===== config.mk =====
export PLATFORM = sky130hd
export DESIGN_NAME = wb_dest_pipe_flat
export DESIGN_NICKNAME = d
export VERILOG_FILES = /design/src/rtl/wb_dest_pipe_if.sv /design/src/rtl/wb_dest_pipe.sv /design/src/flat_wrapper.sv
export SDC_FILE = /design/constraint.sdc
export NUM_CORES = 1
export LEC_CHECK = 0
export CORE_UTILIZATION = 36
export CTS_CLUSTER_SIZE = 30
export DETAILED_ROUTE_END_ITERATION = 7
export GPL_TIMING_DRIVEN = 0
export PLACE_DENSITY = 0.78
export SYNTH_ARGS = -nofsm -noshare
export SYNTH_HDL_FRONTEND = slang
export SYNTH_SLANG_ARGS = --single-unit

===== constraint.sdc =====
create_clock -name clk -period 1.4 [get_ports clk]
set_input_delay 0.21 -clock clk [delete_from_list [all_inputs] [get_ports clk]]
set_output_delay 0.21 -clock clk [all_outputs]
set_load 0.01 [all_outputs]

===== src/rtl/wb_dest_pipe_if.sv =====
// Bundle of decode-stage inputs and per-stage destination outputs for wb_dest_pipe.
interface wb_dest_pipe_if;
  logic        id_valid;
  logic [15:0] id_instr;
  logic [1:0]  id_regdst;
  logic        id_regwrite;
  logic        id_rs_used;
  logic        id_rt_used;
  logic        flush;
  logic        freeze;
  logic [2:0]  ex_dest;
  logic [2:0]  mem_dest;
  logic [2:0]  wb_dest;
  logic        ex_wen;
  logic        mem_wen;
  logic        wb_wen;
  logic        hazard;

  modport master (
    output id_valid, id_instr, id_regdst, id_regwrite, id_rs_used, id_rt_used,
    output flush, freeze,
    input  ex_dest, mem_dest, wb_dest, ex_wen, mem_wen, wb_wen, hazard
  );

  modport slave (
    input  id_valid, id_instr, id_regdst, id_regwrite, id_rs_used, id_rt_used,
    input  flush, freeze,
    output ex_dest, mem_dest, wb_dest, ex_wen, mem_wen, wb_wen, hazard
  );
endinterface


===== src/rtl/wb_dest_pipe.sv =====
// Carries the resolved write destination of each instruction through EX/MEM/WB and flags RAW stalls.
// Macro WB_DEST_CMP_EN adds the WB stage to the hazard compare (register file without write bypass).
module wb_dest_pipe (
  input  logic           clk,
  input  logic           rst_n,
  wb_dest_pipe_if.slave  bus
);

  logic [2:0] ex_dest_r, mem_dest_r, wb_dest_r;
  logic       ex_wen_r, mem_wen_r, wb_wen_r;
  logic [2:0] rs_s, rt_s;
  logic       match_rs_s, match_rt_s, hazard_s;
  logic [2:0] ex_dest_nxt_s;
  logic       ex_wen_nxt_s;

  function automatic logic [2:0] resolve_dest(input logic [1:0] regdst, input logic [15:0] instr);
    logic [2:0] d;
    case (regdst)
      2'b00:   d = instr[4:2];
      2'b01:   d = instr[7:5];
      2'b10:   d = instr[10:8];
      2'b11:   d = 3'd7;
      default: d = 3'd0;
    endcase
    return d;
  endfunction

  // RAW detection: compare decode sources against in-flight writing stages (R0 included).
  always_comb begin
    rs_s = bus.id_instr[10:8];
    rt_s = bus.id_instr[7:5];
`ifdef WB_DEST_CMP_EN
    match_rs_s = (ex_wen_r  && (ex_dest_r  == rs_s)) ||
                 (mem_wen_r && (mem_dest_r == rs_s)) ||
                 (wb_wen_r  && (wb_dest_r  == rs_s));
    match_rt_s = (ex_wen_r  && (ex_dest_r  == rt_s)) ||
                 (mem_wen_r && (mem_dest_r == rt_s)) ||
                 (wb_wen_r  && (wb_dest_r  == rt_s));
`else
    match_rs_s = (ex_wen_r  && (ex_dest_r  == rs_s)) ||
                 (mem_wen_r && (mem_dest_r == rs_s));
    match_rt_s = (ex_wen_r  && (ex_dest_r  == rt_s)) ||
                 (mem_wen_r && (mem_dest_r == rt_s));
`endif
    hazard_s = bus.id_valid && ((bus.id_rs_used && match_rs_s) || (bus.id_rt_used && match_rt_s));
  end

  // EX entry: anything that will not write the register file enters as an all-zero bubble.
  always_comb begin
    if (bus.flush || hazard_s || !bus.id_valid || !bus.id_regwrite) begin
      ex_wen_nxt_s  = 1'b0;
      ex_dest_nxt_s = 3'd0;
    end else begin
      ex_wen_nxt_s  = 1'b1;
      ex_dest_nxt_s = resolve_dest(bus.id_regdst, bus.id_instr);
    end
  end

  // Stage registers: reset beats freeze, freeze holds everything (and drops any flush).
  always_ff @(posedge clk) begin
    if (!rst_n) begin
      ex_wen_r   <= 1'b0;
      ex_dest_r  <= 3'd0;
      mem_wen_r  <= 1'b0;
      mem_dest_r <= 3'd0;
      wb_wen_r   <= 1'b0;
      wb_dest_r  <= 3'd0;
    end else if (bus.freeze) begin
      ex_wen_r   <= ex_wen_r;
      ex_dest_r  <= ex_dest_r;
      mem_wen_r  <= mem_wen_r;
      mem_dest_r <= mem_dest_r;
      wb_wen_r   <= wb_wen_r;
      wb_dest_r  <= wb_dest_r;
    end else begin
      ex_wen_r   <= ex_wen_nxt_s;
      ex_dest_r  <= ex_dest_nxt_s;
      mem_wen_r  <= ex_wen_r;
      mem_dest_r <= ex_dest_r;
      wb_wen_r   <= mem_wen_r;
      wb_dest_r  <= mem_dest_r;
    end
  end

  assign bus.ex_dest  = ex_dest_r;
  assign bus.ex_wen   = ex_wen_r;
  assign bus.mem_dest = mem_dest_r;
  assign bus.mem_wen  = mem_wen_r;
  assign bus.wb_dest  = wb_dest_r;
  assign bus.wb_wen   = wb_wen_r;
  assign bus.hazard   = hazard_s;

endmodule


===== src/flat_wrapper.sv =====
// flat-port wrapper written by rule: the top's interface ports become plain ports
module wb_dest_pipe_flat 
  (clk, rst_n, bus_id_valid, bus_id_instr, bus_id_regdst, bus_id_regwrite, bus_id_rs_used, bus_id_rt_used, bus_flush, bus_freeze, bus_ex_dest, bus_mem_dest, bus_wb_dest, bus_ex_wen, bus_mem_wen, bus_wb_wen, bus_hazard);
  wb_dest_pipe_if bus_i ();
  input  logic clk;
  input  logic rst_n;
  input wire logic [$bits(bus_i.id_valid)-1:0] bus_id_valid;
  input wire logic [$bits(bus_i.id_instr)-1:0] bus_id_instr;
  input wire logic [$bits(bus_i.id_regdst)-1:0] bus_id_regdst;
  input wire logic [$bits(bus_i.id_regwrite)-1:0] bus_id_regwrite;
  input wire logic [$bits(bus_i.id_rs_used)-1:0] bus_id_rs_used;
  input wire logic [$bits(bus_i.id_rt_used)-1:0] bus_id_rt_used;
  input wire logic [$bits(bus_i.flush)-1:0] bus_flush;
  input wire logic [$bits(bus_i.freeze)-1:0] bus_freeze;
  output wire logic [$bits(bus_i.ex_dest)-1:0] bus_ex_dest;
  output wire logic [$bits(bus_i.mem_dest)-1:0] bus_mem_dest;
  output wire logic [$bits(bus_i.wb_dest)-1:0] bus_wb_dest;
  output wire logic [$bits(bus_i.ex_wen)-1:0] bus_ex_wen;
  output wire logic [$bits(bus_i.mem_wen)-1:0] bus_mem_wen;
  output wire logic [$bits(bus_i.wb_wen)-1:0] bus_wb_wen;
  output wire logic [$bits(bus_i.hazard)-1:0] bus_hazard;
  assign bus_i.id_valid = bus_id_valid;
  assign bus_i.id_instr = bus_id_instr;
  assign bus_i.id_regdst = bus_id_regdst;
  assign bus_i.id_regwrite = bus_id_regwrite;
  assign bus_i.id_rs_used = bus_id_rs_used;
  assign bus_i.id_rt_used = bus_id_rt_used;
  assign bus_i.flush = bus_flush;
  assign bus_i.freeze = bus_freeze;
  assign bus_ex_dest = bus_i.ex_dest;
  assign bus_mem_dest = bus_i.mem_dest;
  assign bus_wb_dest = bus_i.wb_dest;
  assign bus_ex_wen = bus_i.ex_wen;
  assign bus_mem_wen = bus_i.mem_wen;
  assign bus_wb_wen = bus_i.wb_wen;
  assign bus_hazard = bus_i.hazard;
  wb_dest_pipe u_core (.clk(clk), .rst_n(rst_n), .bus(bus_i));
endmodule

==> flow_summary_export.csv, run 1 <==
group,metric,value,unit
sta,fin_worst_skew,0.000666,ns
detailed_routing,vias,625,
hold_path,hp-class,"input pin to flop",
clocking,cts_tree,"built",
global_route,grt_pass1_wl,2500,um
logic_synthesis,synth_area,662,um2
outcome,outcome,"finished, violations left",
die,rows,15,
setup_path,worstPathRequired,1.19,ns
placed_design,hpwl,1220,um
layout,final_cell_mix,"clkdlybuf4s50_1, dlygate4sd2_1, mux2i_1, nor2b_1",
die,die_x,44.9,um
sta,rsz0062_at_grt,"yes",
layout,area_growth,67.9,%
global_route,track_usage,17.2,%
clocking,cts_hold_buf,0,
power,peakVddDrop,0.000616,V
clocking,cts.sink_count,12,
logic_synthesis,synth_fp_nets,92,
setup_path,cp-end-kind,"output port",
sta,slew_headroom,80.3,%
layout,antenna_cells,0,
global_route,grt_overflow,0,
clocking,clk_path_buf_depth,2,
logic_synthesis,syn_avg_cell_area,10.0,um2
logic_synthesis,seq_area_frac_synth,36.3,%
layout,final_net_count,129,
detailed_routing,detail_route.wl_per_cell,12.1,um
power,power_frac_comb,17.9,%
power,p_leak,0.000536,uW
detailed_routing,drt_wl_total,1540,um
sta,min_period,1.56,ns
die,die_area,2010,um2
sta,worst_pin_slew,0.296,ns
power,power_density,670,nW/um2
layout,drive_gt1_share,24.5,%
clocking,cts.clk_slew.worst_paths,0.07,ns
global_route,grt_max_degree,11,
outcome,violations,"setup timing",
flow_run,cap_viol_max_count,0,
power,p_int,577,uW
sta,whs,0.386,ns
setup_path,cp.arrival,1.35,ns
die,io_pins,39,
clocking,cts_root_buf,"clkbuf_4",
sta,fin_ws,-0.163,ns
global_route,grt_pass1_vias,541,
detailed_routing,via_per_inst,4.92,
detailed_routing,dr.pass1.iters,4,
placed_design,portBuffers,29,
layout,post-route-util,64.3,%
die,start_util,38.3,%
logic_synthesis,yosysUniqueCellTypes,15,
logic_synthesis,yosys_warnings,0,
die,chipHeight,44.9,um
power,swShare,22.5,%
clocking,cts_buffers,3,
placed_design,place.gp.congestion,0.828,
global_route,antenna_found_initial,0,
sta,fin_crit_sh,112,%
setup_path,crit_fanout,3,
clocking,cts_max_level,1,
logic_synthesis,synth-seq-cells,12,
logic_synthesis,syn_inst,66,
sta,hold_viol_final,0,
sta,finalSetupViolCount,1,
power,pwr-share-seq,46.2,%
detailed_routing,detail-route-antenna-nets,0,
detailed_routing,drcViolationCount,0,
power,power.switching,167,uW
setup_path,crit_type,"flop to output port",
setup_path,setup.worst_path.start_class,"flop",
power,clkPwrFrac,35.9,%
sta,slew_violations,0,
detailed_routing,dr.first_iter.drc_count,11,
sta,fmax,0.640,GHz
placed_design,place_ws,-0.727,ns
die,core_area,1730,um2
clocking,clock_latency,0.27,ns
[critical path: stages, from the launching register on]
cell	delay (ns)
dfxtp_4	0.37
xnor2_2	0.13
nand4_1	0.11
nand2_2	0.08
a22oi_4	0.19
nor2b_1	0.06
buf_2	0.13
[repair_timing]
action	4_1_cts	5_1_grt
resized for setup	33	7
pin swaps	6	6
cloned	0	0
setup endpoints to repair	9	5
setup buffers	3	0
[registers in the layout, summed over array words and instances (netlist names)]
name / cells
u_core.bus.ex_dest: 3
u_core.bus.ex_wen: 1
u_core.bus.mem_dest: 3
u_core.bus.wb_wen: 1
u_core.bus.wb_dest: 3
u_core.bus.mem_wen: 1
[final cells by class]
class | instances | area (um2)
tap | 25 | 31.3
buffer | 2 | 8.76
multi-input combinational | 52 | 472
sequential | 12 | 260
timing repair buffer | 32 | 303
fill | 155 | 616
clock buffer | 4 | 36.3
[metal layers]
| layer | wire, um | GRT usage [%] | up-vias |
|---|---|---|---|
| li1 | - | - | 315 |
| met1 | 683 | 23.6 | 282 |
| met2 | 696 | 25.9 | 26 |
| met3 | 152 | 6.40 | 2 |
| met4 | 8 | 3.64 | 0 |
| met5 | 0 | 0 | - |
[cell families after synthesis]
family          after synthesis  synth area share [%]
mux                          11                  16.6
simple gates                 18                  16.3
buf+inv                       2                  1.32
compound gates               11                  13.6
flops                        12                  36.3
xor+xnor                     12                  15.9
[worst paths after layout]
path                                              end              startpoint  cells past startpoint  slack, ns
worst max-delay path                       bus_hazard   u_core.bus.ex_dest[1]                      6      -0.16
worst min-delay path               u_core.bus.mem_wen              bus_freeze                      3       0.39
worst max register to register  u_core.bus.ex_dest[0]  u_core.bus.mem_dest[1]                      6       0.11
worst min register to register  u_core.bus.wb_dest[0]   u_core.bus.wb_dest[0]                      2       0.52
[power by group through the flow]
stage / logic, uW / registers [uW] / clock network (uW)
2_1_floorplan: 53.5 / 359 / 0
3_3_place_gp: 125 / 358 / 0
3_5_place_dp: 127 / 358 / 0
4_1_cts: 128 / 345 / 278
5_1_grt: 143 / 344 / 304
6_report: 133 / 344 / 267
[through the flow]
step | instance area (um2) | power, uW | std cells | TNS [ns]
floorplan | 662 | 412 | 66 | 0
global placement | 983 | 483 | 120 | -1.35
detailed placement | 983 | 484 | 120 | -1.57
CTS | 1080 | 752 | 127 | -0.175
global route | 1110 | 792 | 127 | -0.247
finish | 1110 | 744 | 127 | -0.163
[synthesized netlist by cell type]
| cell type | number | share of area [%] |
|---|---|---|
| a22o_1 | 1 | 1.3 |
| a22oi_4 | 1 | 3.2 |
| nand4b_1 | 1 | 1.3 |
| clkbuf_1 | 1 | 0.57 |
| nand4_1 | 4 | 3.8 |
| nor2_1 | 1 | 0.57 |
| o21ai_0 | 6 | 4.5 |
| nand2_1 | 2 | 1.1 |
| and2_1 | 1 | 0.95 |
| nor2b_1 | 9 | 8.5 |
| a32o_1 | 3 | 4.5 |
| mux2i_1 | 11 | 17 |
| dfxtp_1 | 12 | 36 |
| xnor2_1 | 12 | 16 |
| buf_2 | 1 | 0.76 |
Power figures use the tool's default switching activity.
==> run 2, diff against run 1 <==
- ABC_CLOCK_PERIOD_IN_PS: not set -> 1400
- HOLD_SLACK_MARGIN: not set -> 0.05
- TNS_END_PERCENT: not set -> 5
==> results of run 2 <==
The final DEF is identical to that of run 1; final timing and power are the same.
